$ cat src/rtl/regfile_mp_sb.sv
// -----------------------------------------------------------------------------
// regfile_mp_sb
//   Multi-ported integer register file with an integrated write scoreboard.
//   Register 0 is hardwired to zero and is never busy. Reads are
//   combinational; writes, scoreboard updates and the collision flag update
//   on the rising clock edge.
//
// Optional build macro:
//   REGFILE_BYPASS_EN - when defined, each read port forwards same-cycle write
//                       data (highest-index matching write port wins) and
//                       masks rd_busy for a forwarded address unless a
//                       same-cycle reserve targets it.
//
// Ports:
//   clk          in   clock, rising-edge active
//   rst          in   synchronous active-high reset
//   rd_addr      in   NUM_RD read addresses, port i at [i*AW +: AW]
//   rd_data      out  NUM_RD read data, port i at [i*DATA_W +: DATA_W]
//   rd_busy      out  scoreboard busy bit of the register read by port i
//   wr_en        in   per-port write enable
//   wr_addr      in   NUM_WR write addresses, packed like rd_addr
//   wr_data      in   NUM_WR write data, packed like rd_data
//   rsv_en       in   reserve request for rsv_addr
//   rsv_addr     in   register to mark pending-write
//   busy_vec     out  full scoreboard state, bit r = register r pending
//   wr_collision out  set for the cycle after a same-address write conflict
// -----------------------------------------------------------------------------
module regfile_mp_sb #(
  parameter  int DATA_W   = 32,
  parameter  int NUM_REGS = 32,
  parameter  int NUM_RD   = 2,
  parameter  int NUM_WR   = 2,
  localparam int AW       = $clog2(NUM_REGS)
) (
  input  logic                     clk,
  input  logic                     rst,
  input  logic [NUM_RD*AW-1:0]     rd_addr,
  output logic [NUM_RD*DATA_W-1:0] rd_data,
  output logic [NUM_RD-1:0]        rd_busy,
  input  logic [NUM_WR-1:0]        wr_en,
  input  logic [NUM_WR*AW-1:0]     wr_addr,
  input  logic [NUM_WR*DATA_W-1:0] wr_data,
  input  logic                     rsv_en,
  input  logic [AW-1:0]            rsv_addr,
  output logic [NUM_REGS-1:0]      busy_vec,
  output logic                     wr_collision
);

  logic [DATA_W-1:0]   r_regs [NUM_REGS];
  logic [NUM_REGS-1:0] r_busy;
  logic                r_wr_coll;

  logic [NUM_REGS-1:0] w_wr_hit;
  logic [NUM_REGS-1:0] w_rsv_hit;
  logic [NUM_REGS-1:0] w_busy_nxt;
  logic                w_coll;

  // ---------------------------------------------------------------------------
  // Decoded write / reserve targets (address 0 excluded)
  // ---------------------------------------------------------------------------
  always_comb begin
    w_wr_hit = '0;
    for (int unsigned j = 0; j < NUM_WR; j++) begin
      if (wr_en[j] && (wr_addr[j*AW +: AW] != '0)) begin
        w_wr_hit[wr_addr[j*AW +: AW]] = 1'b1;
      end
    end
  end

  always_comb begin
    w_rsv_hit = '0;
    if (rsv_en && (rsv_addr != '0)) begin
      w_rsv_hit[rsv_addr] = 1'b1;
    end
  end

  // Reserve has priority over a same-cycle clearing write.
  always_comb begin
    w_busy_nxt    = (r_busy & ~w_wr_hit) | w_rsv_hit;
    w_busy_nxt[0] = 1'b0;
  end

  // ---------------------------------------------------------------------------
  // Same-address conflict detection between any pair of enabled ports
  // ---------------------------------------------------------------------------
  always_comb begin
    w_coll = 1'b0;
    for (int unsigned j = 0; j < NUM_WR; j++) begin
      for (int unsigned k = j + 1; k < NUM_WR; k++) begin
        if (wr_en[j] && wr_en[k] &&
            (wr_addr[j*AW +: AW] == wr_addr[k*AW +: AW]) &&
            (wr_addr[j*AW +: AW] != '0)) begin
          w_coll = 1'b1;
        end
      end
    end
  end

  // ---------------------------------------------------------------------------
  // State update. Ports are applied in ascending order so the highest-index
  // port's nonblocking assignment is the one that lands.
  // ---------------------------------------------------------------------------
  always_ff @(posedge clk) begin
    if (rst) begin
      for (int unsigned r = 0; r < NUM_REGS; r++) begin
        r_regs[r] <= '0;
      end
      r_busy    <= '0;
      r_wr_coll <= 1'b0;
    end else begin
      for (int unsigned j = 0; j < NUM_WR; j++) begin
        if (wr_en[j] && (wr_addr[j*AW +: AW] != '0)) begin
          r_regs[wr_addr[j*AW +: AW]] <= wr_data[j*DATA_W +: DATA_W];
        end
      end
      r_busy    <= w_busy_nxt;
      r_wr_coll <= w_coll;
    end
  end

  // ---------------------------------------------------------------------------
  // Read ports
  // ---------------------------------------------------------------------------
  always_comb begin
    rd_data = '0;
    rd_busy = '0;
    for (int unsigned i = 0; i < NUM_RD; i++) begin : g_rd
      logic [AW-1:0]     w_a;
      logic [DATA_W-1:0] w_d;
      logic              w_b;
      w_a = rd_addr[i*AW +: AW];
      w_d = (w_a == '0) ? '0 : r_regs[w_a];
      w_b = r_busy[w_a];
`ifdef REGFILE_BYPASS_EN
      begin : g_fwd
        logic w_fwd;
        w_fwd = 1'b0;
        for (int unsigned j = 0; j < NUM_WR; j++) begin
          if (wr_en[j] && (wr_addr[j*AW +: AW] == w_a) && (w_a != '0)) begin
            w_d   = wr_data[j*DATA_W +: DATA_W];
            w_fwd = 1'b1;
          end
        end
        // A forwarded write retires the pending value unless a younger
        // reserve to the same register arrives in this cycle.
        if (w_fwd && !(rsv_en && (rsv_addr == w_a))) begin
          w_b = 1'b0;
        end
      end
`endif
      rd_data[i*DATA_W +: DATA_W] = w_d;
      rd_busy[i]                  = w_b;
    end
  end

  assign busy_vec     = r_busy;
  assign wr_collision = r_wr_coll;

endmodule

$ cat config.mk
export PLATFORM = sky130hd
export DESIGN_NAME = regfile_mp_sb
export DESIGN_NICKNAME = d
export VERILOG_FILES = /design/src/rtl/regfile_mp_sb.sv
export SDC_FILE = /design/constraint.sdc
export NUM_CORES = 2
export LEC_CHECK = 0
export CORE_MARGIN = 2
export CORE_UTILIZATION = 26
export DETAILED_ROUTE_END_ITERATION = 8
export SYNTH_ARGS = -nofsm -noshare
export SYNTH_HDL_FRONTEND = slang
export SYNTH_SLANG_ARGS = --single-unit
$ cat constraint.sdc
create_clock -name clk -period 11.5 [get_ports clk]
set_input_delay 2.3 -clock clk [delete_from_list [all_inputs] [get_ports clk]]
set_output_delay 2.3 -clock clk [all_outputs]
set_load 0.01 [all_outputs]
# Word-level counts from Yosys, hierarchy flattened
# Memory sizes are Yosys's and may differ from the RTL's.
# Cells that the tools add are included.
[totals] ff_bits=33 latchBits=0 ram_bits=1024 rom_bits=0 inputBits=94 output_inout_bits=99 word_cells=63 n_memories=1
[mem_list] name="r_regs" depth=32 word_bits=32 rd=2 rd_ports_with_merged_regs=0 write_ports=32 line="49" rtl="logic [DATA_W-1:0] r_regs [NUM_REGS];"
[op_classes] addsub=0 n_mul=0 n_div=0 magnitude_cmp=8 n_eq_ne=1 shift=0 muxes=30 bitwise=4 n_reduce_logical=16
[op_table] operator="$mux 32" count=7
[op_table] operator="$or 32x32->32" count=2
[op_table] operator="$reduce_or 32->1" count=2
[op_table] operator="$and 32x32->32" count=1
[op_table] operator="$not 32->32" count=1
[op_table] operator="$lt 5x6->1 const B" count=5
[op_table] operator="$mux 1" count=16
[op_table] operator="$demux 1 s5" count=3
[op_table] operator="$ge 5x1->1 const B" count=3
[op_table] operator="$reduce_bool 5->1" count=3
[op_table] operator="$bmux 1 s5" count=2
[op_table] operator="$logic_not 5->1" count=2
[op_table] operator="$mux 5" count=2
[op_table] operator="$logic_and 1x1->1" count=9
[op_table] operator="$eq 5x5->1" count=1

# Logic depth before layout (Yosys ltp)
[logic_depth] depth_word=10 depth_mapped=8 ltp_nobuf=4

# Worst setup path after synthesis
# No wires, ideal clock.
[synth_path] path_type="input to output" start="input port rd_addr[1]" end="output port rd_busy[0]" arrival_ps=3976 required_ps=9200 path_slack_ps=5224 stages=6 n_path_buf=3 path_cell_list="buf_2 buf_2 buf_2 mux4_2 mux4_2 mux2_2"
[synth_via] elab_chain_cells=2
[synth_rtl] element="from (decl)" line="37" rtl="input logic [NUM_RD*AW-1:0] rd_addr,"
[synth_rtl] element="$bmux 1 s5" line="133" rtl="w_b = r_busy[w_a];"
[synth_rtl] element="$mux 1 (not written as such)" line="133"
[synth_rtl] element="to (decl)" line="39" rtl="output logic [NUM_RD-1:0] rd_busy,"
# No other way between the ends. The select of a mux whose other input is x is not followed.

# Worst setup path in the final report
[layout_path] start="input port rd_addr[7]" end="output port rd_data[61]"
[layout_via] elab_chain_cells=2 elab_cells_between_ends=3 cone_classes="mux: 1; reduce/logical: 1; memory: 1"
[layout_rtl] element="$mem_v2 32x32 / $logic_not 5->1 (equally long branches)"
[layout_rtl] element="$mux 32 (*)" line="132" rtl="w_d = (w_a == '0) ? '0 : r_regs[w_a];"
[layout_rtl] element="to (decl)" line="38" rtl="output logic [NUM_RD*DATA_W-1:0] rd_data,"
# Every way passes the cells marked *; elsewhere a longest branch is shown, timed or not.

==> reports/qor.csv <==
metric,value,unit
status,"finished, violations left",
failing checks,"max-capacitance violations, max-slew violations",
Longest Clk Path Bufs,3,
vias per inst,6.55,
Total Routing Usage GR,22.5,%
share of the yosys chip area belonging to registers,52.2,%
Worst-Margin Slew,1.61,ns
Tot Pwr,9.71,mW
Num Clock Sinks,1056,
Lkg Pwr,22.2,nW
"Setup violations, final",0,
Post-CTS Hold Fix Bufs,0,
"EDFF count, synth",1024,
top-level I/O count,193,
worst-path maximum fanout,78,
DR WL/cell,38.5,um
Post-Syn Area per Cell,14.6,um^2
Core Region,0.230,mm^2
"most used cell, CP",buf_4,
power per cell area,140,mW/mm^2
CP Data Arrival Time,6.34,ns
final slew viol count,20,
drt pass-1 iters,6,
# resized after CTS,0,
most common cell in the synthesized netlist,edfxtp_1,
HP Class,reg -> reg,
slew margin rel.,-7.18,%
Buf/Inv on CP,4,
pre-CTS WS,2.85,ns
"Net count, final",4107,
Yosys cell types,56,
Syn. warnings,0,
top cell type's share of synthesized area,51.2,%
main area contributors after synthesis,"edfxtp_1 51%, mux4_2 17%, a22o_1 14%",
Worst EP required,9.20,ns
area of the multi-input gates,0.0270,mm^2
Worst setup EP type,output port,
share of cells above drive strength 1,24.5,%
Die Area,0.235,mm^2
Vias,46800,
final core occ,30.1,%
Post-Syn Area,0.0601,mm^2
post-route setup TNS,0,ns
Peak Freq,116,MHz
pin count of the biggest net entering global routing,85,
GRT overflow,0,
Tmin final,8.64,ns
CTS Root Cell,clkbuf_16,
first-pass GRT wire length,373,mm
Die Ht,485,um
synth cell count leaders,"1,024 x edfxtp_1, 993 x a22o_1, 466 x mux4_2",
Die X,485,um
RSZ-0062 raised after global routing,no,
# DRC,0,
synthesized instance count,4115,
VDD IR max,136,uV
Initial Util,26.1,%
crit-path cells,"buf_8, buf_4, or4_2, buf_4, o21ai_0, a311oi_1, clkdlybuf4s50_1",
Detail Route Antenna Nets,0,
hold slack,0.496,ns
initial antenna violation count,16,
# fillers,22700,
"delay-heaviest family, CP",buffers and inverters,
synthesized flop and latch total,1056,
P&R area growth vs syn,15.3,%
MaxCap Viol Count,1,
vias in the first global route,45800,
H-Tree Depth,3,
Tcrit/Tclk final,75.1,%
clock transition at the registers of the reported paths,0.06,ns
PortBufs,191,
CTS tree,yes,
clk_lat worst skew,0.77,ns
Core Rows,176,
Iteration-0 DRC Markers,8170,
predominant post-synthesis flop cell,edfxtp_1,
setup ws final,2.86,ns
CP max-delay cell,a311oi_1,
Post-CTS Setup Inserts,0,
final count of hold timing violations,0,
Crit Path Category,in -> out,
leading area contributor after synthesis,edfxtp_1,
Routed WL,275,mm
clock buffer count from CTS,114,
max incr delay on CP,0.94,ns
crit start category,input pin,
post-DP HPWL,155,mm
sequential cell area,0.0314,mm^2
Max Clock Skew,0,ns
asr flop ratio synth,0,%
routability cong.,0.883,
[state kept, by name, summed over array words and instances (netlist names)]
name          flops
wr_collision      1
busy_vec         31
r_regs         1024
[logic make-up after synthesis]
kind of cell / count (synthesis) / synth area share (%)
multiplexers: 662 / 20.9
AO/OA/AOI/OAI: 1420 / 19.6
buffers and inverters: 659 / 4.50
XOR/XNOR: 4 / 0.0583
flip-flops: 1056 / 52.2
other: 1 / 0.00624
AND/OR/NAND/NOR: 313 / 2.77
[per-stage QoR]
| step | area (um^2) | cells |
|---|---|---|
| global placement | 65600 | 6923 |
| finish | 69300 | 7147 |
| detailed placement | 65600 | 6923 |
| floorplan | 60200 | 4147 |
| CTS | 69300 | 7138 |
| global route | 69300 | 7138 |
[cell usage in the layout (no fill, tap or decap), types with 64 or more instances in the layout]
cell	instances
mux4_2	466
edfxtp_1	1024
clkdlybuf4s50_1	180
mux2_2	66
buf_4	174
a22oi_1	64
a311oi_1	64
a211oi_1	64
nand2_1	68
nor2b_1	67
mux2i_1	130
clkbuf_16	114
a22o_1	993
o21ai_0	132
[layer usage]
metal / part of all wire (%) / GRT usage, % / vias to the layer above / wire (um)
li1: - / - / 17300 / -
met1: 35 / 27.9 / 24100 / 96500
met2: 44 / 33.7 / 4421 / 120000
met3: 15 / 8.41 / 1012 / 40800
met4: 6.2 / 12.1 / 24 / 17200
met5: 0.11 / 0.469 / - / 310
[worst reg2reg max path, delay by kind of cell (launching register included)]
family          cells  cell delay [ns]
flops               1             0.54
compound gates      1             0.16
buf+inv             1             0.09
[report_power, final]
part           internal [mW]  total [mW]  switching, mW
registers               4.46        4.58          0.122
clock network           2.06        3.73           1.67
logic                  0.534        1.40          0.862
total                   7.06        9.71           2.66
[area by class of cell]
class	instances	area share [%]
inverters	40	0.222
repair buffers	369	4.78
multi-input cells	2432	38.9
flip-flops and latches	1056	45.3
clock inverters	69	0.946
diodes	9	0.0325
well taps	3026	5.46
clock buffers	146	4.35
[worst paths after layout]
check	from	to	slack, ns	depth (start not counted)
setup / recovery	rd_addr[7]	rd_data[61]	2.86	7
hold / removal	busy_vec[12]	busy_vec[12]	0.50	2
setup reg to reg	busy_vec[2]	busy_vec[2]	10.64	2
hold reg to reg	busy_vec[12]	busy_vec[12]	0.50	2
Power figures use the tool's default switching activity.
